$ cat config.mk
export PLATFORM = sky130hd
export DESIGN_NAME = program_loader
export DESIGN_NICKNAME = d
export VERILOG_FILES = /design/src/rtl/program_loader.sv
export SDC_FILE = /design/constraint.sdc
export NUM_CORES = 1
export LEC_CHECK = 0
export BUFFER_PORTS_ARGS = -buffer_cell sky130_fd_sc_hd__buf_2
export CORE_MARGIN = 1.5
export CORE_UTILIZATION = 40
export DETAILED_ROUTE_END_ITERATION = 7
export PLACE_DENSITY = 0.61
export SLEW_MARGIN = 30
export SYNTH_ARGS = -nofsm -noshare
export SYNTH_HDL_FRONTEND = slang
export SYNTH_SLANG_ARGS = --single-unit
$ cat constraint.sdc
create_clock -name clk -period 10.15 [get_ports clk]
set_input_delay 0.5075 -clock clk [delete_from_list [all_inputs] [get_ports clk]]
set_output_delay 0.5075 -clock clk [all_outputs]
set_load 0.02 [all_outputs]
$ cat src/rtl/program_loader.sv
// program_loader: framed byte-stream boot loader that fills CPU instruction memory,
// holding the CPU halted until a frame's checksum passes.
module program_loader #(
    parameter int         ADDR_W   = 11,
    parameter logic [7:0] HEADER   = 8'hA5,
    parameter int         TIMEOUT  = 50000,
    parameter bit         AUTO_RUN = 1'b1
) (
    input  logic              clk,
    input  logic              reset,
    input  logic [7:0]        rx_data,
    input  logic              rx_valid,
    output logic [31:0]       w_instruction,
    output logic              w_enable,
    output logic [ADDR_W-1:0] w_adrs,
    output logic              cpu_en,
    output logic              busy,
    output logic              done,
    output logic              error
);
    localparam int TW = $clog2(TIMEOUT + 1);

    typedef enum logic [3:0] {IDLE, ADDR_HI, ADDR_LO, CNT_HI, CNT_LO, DATA, CHECK, RUN, ERROR} state_t;

    state_t            state, state_n;
    logic [7:0]        hi, chk;
    logic [15:0]       cnt, cnt_word;
    logic [23:0]       word;
    logic [1:0]        idx;
    logic [ADDR_W-1:0] adr;
    logic [TW-1:0]     timer;
    logic              start, timeout;

    assign busy     = state inside {ADDR_HI, ADDR_LO, CNT_HI, CNT_LO, DATA, CHECK};
    assign cpu_en   = state == RUN;
    assign error    = state == ERROR;
    assign cnt_word = {hi, rx_data};
    assign start    = rx_valid && rx_data == HEADER && state inside {IDLE, RUN, ERROR};
    assign timeout  = busy && !rx_valid && timer == TW'(TIMEOUT - 1);

    always_ff @(posedge clk or posedge reset) begin
        if (reset) state <= IDLE;
        else state <= state_n;
    end

    always_comb begin
        state_n = state;
        if (timeout) state_n = ERROR;
        else if (start) state_n = ADDR_HI;
        else if (rx_valid)
            case (state)
                ADDR_HI: state_n = ADDR_LO;
                ADDR_LO: state_n = CNT_HI;
                CNT_HI:  state_n = CNT_LO;
                CNT_LO:  state_n = {16'd0, cnt_word} > (32'd1 << ADDR_W) ? ERROR : cnt_word == 16'd0 ? CHECK : DATA;
                DATA:    state_n = idx == 2'd3 && cnt == 16'd1 ? CHECK : DATA;
                CHECK:   state_n = chk != rx_data ? ERROR : AUTO_RUN ? RUN : IDLE;
                default: state_n = state;
            endcase
    end

    always_ff @(posedge clk or posedge reset) begin
        if (reset) begin
            w_instruction <= '0;
            w_enable      <= 1'b0;
            w_adrs        <= '0;
            done          <= 1'b0;
            hi            <= '0;
            chk           <= '0;
            cnt           <= '0;
            word          <= '0;
            idx           <= '0;
            adr           <= '0;
            timer         <= '0;
        end else begin
            w_enable <= 1'b0;
            timer    <= rx_valid || !busy ? '0 : timer + TW'(1);
            if (start) begin
                chk  <= '0;
                done <= 1'b0;
                idx  <= '0;
            end else if (rx_valid && busy) begin
                // CHK also folds into chk here; it is cleared again at the next header
                chk <= chk ^ rx_data;
                case (state)
                    ADDR_HI, CNT_HI: hi <= rx_data;
                    ADDR_LO: adr <= ADDR_W'(cnt_word);
                    CNT_LO:  cnt <= cnt_word;
                    DATA: begin
                        word <= {word[15:0], rx_data};
                        idx  <= idx + 2'd1;
                        if (idx == 2'd3) begin
                            w_instruction <= {word, rx_data};
                            w_adrs        <= adr;
                            w_enable      <= 1'b1;
                            adr           <= adr + ADDR_W'(1);
                            cnt           <= cnt - 16'd1;
                        end
                    end
                    CHECK:   done <= chk == rx_data;
                    default: ;
                endcase
            end
        end
    end
endmodule

==> summary.md <==
| Metric | Value |
|---|---|
| Status | completed |
| Iter 0 DRT Violations | 466 |
| Worst r2r dst | word[21] |
| Unrepaired setup endpoints after global routing | false |
| Post-CTS Setup Inserts | 0 |
| Std-Cell Rows | 46 |
| Fin. Hold Viols | 0 |
| Clock latency on the worst-skew pair | 0.42 ns |
| Synth Register Bits | 134 |
| Yosys warnings | 0 |
| Clock Path Buffers | 2 |
| Total CTS buffers | 17 |
| Placer Congestion | roughly 0.9 |
| Number of global-route vias before repair | 4760 |
| Initial DRT Pass Iterations | 7 |
| Post-cts resize count | 0 |
| Met1 wire length | around 6700 µm |
| RR Startpoint | state[0] |
| Wire length on met2 | 6560 µm |
| Routed WL | between 10000 and 15000 µm |
| CTS tree | yes |
| CP startpoint kind | flop |
| Hold crit path type | input pin to asynchronous set/reset pin |
| Layout cells sized above 1 | between 10% and 20% |
| Crit path DAT | 2.22 ns |
| Chip width | 130 µm |
| DP Area | 6840 µm² |
| Power per Cell Area | between 200 and 250 nW/µm² |
| Fraction of registers with async set/reset | 100% |
| Met3 routed WL | 785 µm |
| Crit-path max FO | 25 |
| First-pass GRT wire length | 24100 µm |
| Fin nets | 695 |
| Routed Antenna Nets | 0 |
| Clock root cell | clkbuf_16 |
| WL/cell | 15.8 µm |
| Area Overhead vs Synth | 16.0% |
| Critical Path RT | a little under 10 ns |
| EDFF count, synth | 0 |
| Worst reg-to-reg path cell count | 5 |
| Primary FF master, synth | dfrtp_1 |
| Initial core utilization | 40.7% |
| N_diodes | 0 |
| Largest net degree at the start of global routing | 80 |
| Crit path kind | flop to output pin |
| TNS Setup | 0 ns |
| Placed Cells | just under 900 |
| P_leak | 3.63 nW |
| Initial antenna violation count | 0 |
| Htree depth | 4 |
| Mean post-synth cell area | 10.1 µm² |
| Final Skew | 0.0108 ns |
| Via count | 4848 |
| Total gr overflow | 0 |
| Filler cells | 1488 |
| Hold slack | 0.137 ns |
| Fin area | about 7500 µm² |
| Flop2flop setup slack | around 7.5 ns |
| Slew HR | between 40% and 50% |
| Seq/Total Area, Yosys | 52.2% |
| Fmax | 367 MHz |
| Min Tclk post-route | 2.73 ns |
| Crit path capture type | output pin |
| DR vias/cell | 5.34 |
| Post-synthesis net count | roughly 650 |
| Mapped Cells | 635 |
| Hold_buf cts | 0 |
| Area of the die | 16800 µm² |
| Gr usage total | 18.5% |
| IO Pins | 59 |
| Crit share post-route | 26.9% |
| Floorplan core area | 15800 µm² |
| Dpl ws | 7.04 ns |
| Highest routed metal layer | met4 |
| Worst Tran Pin Value | 0.775 ns |
| Port Buffers | 58 |
| Synthesized area | 6420 µm² |
| DP HPWL | 9350 µm |
| Die Ht | 130 µm |
| Max-cap violations | 0 |
| Final setup fails | 0 |
| Slew Viols, Final | 0 |
| DRC viols | 0 |
| Final std cells w/o fill | 908 |
| Max IR drop VDD | 0.129 mV |
| Post-synth cell types | 70 |
| Worst-path clk slew | 0.06 ns |
| Worst Setup Slack, final | 7.42 ns |
| Sink Count | 134 |
## worst max path at each step
stage | slack, ns | to | cells after the start | startpoint
finish | 7.42 | busy | 3 | state[0]
global placement | 7.19 | word[15] | 6 | rx_valid
detailed placement | 7.04 | word[20] | 6 | rx_valid
global route | 7.15 | word[13] | 5 | state[0]
CTS | 7.18 | word[21] | 5 | state[0]
floorplan | 6.06 | adr[0] | 1 | reset
## flip-flops by register name (all words and copies together) (netlist names)
register,cells
cnt,16
state,4
w_enable,1
w_adrs,11
adr,11
hi,8
done,1
w_instruction,32
word,24
chk,8
idx,2
timer,16
## per-layer routing
metal | GRT usage, % | vias up
met5 | 0 | -
met4 | 7.71 | 0
met3 | 4.06 | 23
met2 | 28.8 | 154
met1 | 25.2 | 2361
li1 | - | 2310
## cells by family after synthesis
logic type / count (synthesis) / synth area share, %
AND/OR/NAND/NOR: 248 / 18.9
flip-flops: 134 / 52.2
AO/OA/AOI/OAI: 121 / 12.0
buffers and inverters: 53 / 3.86
multiplexers: 51 / 8.94
XOR/XNOR: 23 / 3.14
adder cells (fa/ha/maj): 5 / 0.974
## cells in the final DEF, fill, tap and decap left out, types with 15 or more instances in the layout
cell type,count
o21ai_1,22
dfrtp_1,134
xor2_1,19
inv_1,15
clkbuf_16,17
nand3_1,20
nand2_1,107
nor2_1,44
a21oi_1,32
o21ai_0,19
buf_2,58
mux2_1,38
## worst max-delay path, stage by stage, from the launching register on
cell and delay [ns]:
dfrtp_1 0.84, or3_1 0.34, and3_1 0.38, buf_2 0.23
## stage by stage
step | util (%) | total power (W)
final | 47.3 | 0.00184
after global routing | 47.3 | 0.00195
after CTS | 47.2 | 0.00185
after detailed placement | 43.4 | 0.00121
after global placement | 43.4 | 0.00119
after floorplan | - | 0.00110
## cell usage after synthesis, drive strengths merged, types with 4 or more instances
master / count / share of area [%]
a21oi: 33 / 2.6
a31oi: 5 / 0.49
and3: 11 / 1.1
buf: 20 / 1.9
clkbuf: 17 / 0.99
dfrtp: 134 / 52
ha: 5 / 0.97
inv: 16 / 0.93
mux2: 51 / 8.9
nand2: 107 / 6.3
nand2b: 13 / 1.3
nand3: 22 / 1.9
nand4: 10 / 0.97
nor2: 46 / 2.8
nor3: 11 / 0.93
nor4: 6 / 0.58
o21ai: 42 / 3.3
o22a: 4 / 0.55
o22ai: 6 / 0.58
xnor2: 4 / 0.55
xor2: 19 / 2.6
## report_power, final
| part | switching, W | internal [W] |
|---|---|---|
| combinational | 0.000246 | 0.000173 |
| clock | 0.000240 | 0.000385 |
| sequential | 0.000143 | 0.000648 |
| total | 0.000630 | 0.00121 |
## final cells by class
type                    count  area (µm²)  share of cell area, %
clock inverters            12         143                   1.91
clock buffers              20         467                   6.26
flip-flops and latches    134        3350                   45.0
multi-input cells         448        2830                   38.0
well taps                 216         270                   3.63
repair buffers             62         324                   4.35
inverters                  16        65.1                  0.873
Power figures use the tool's default switching activity.
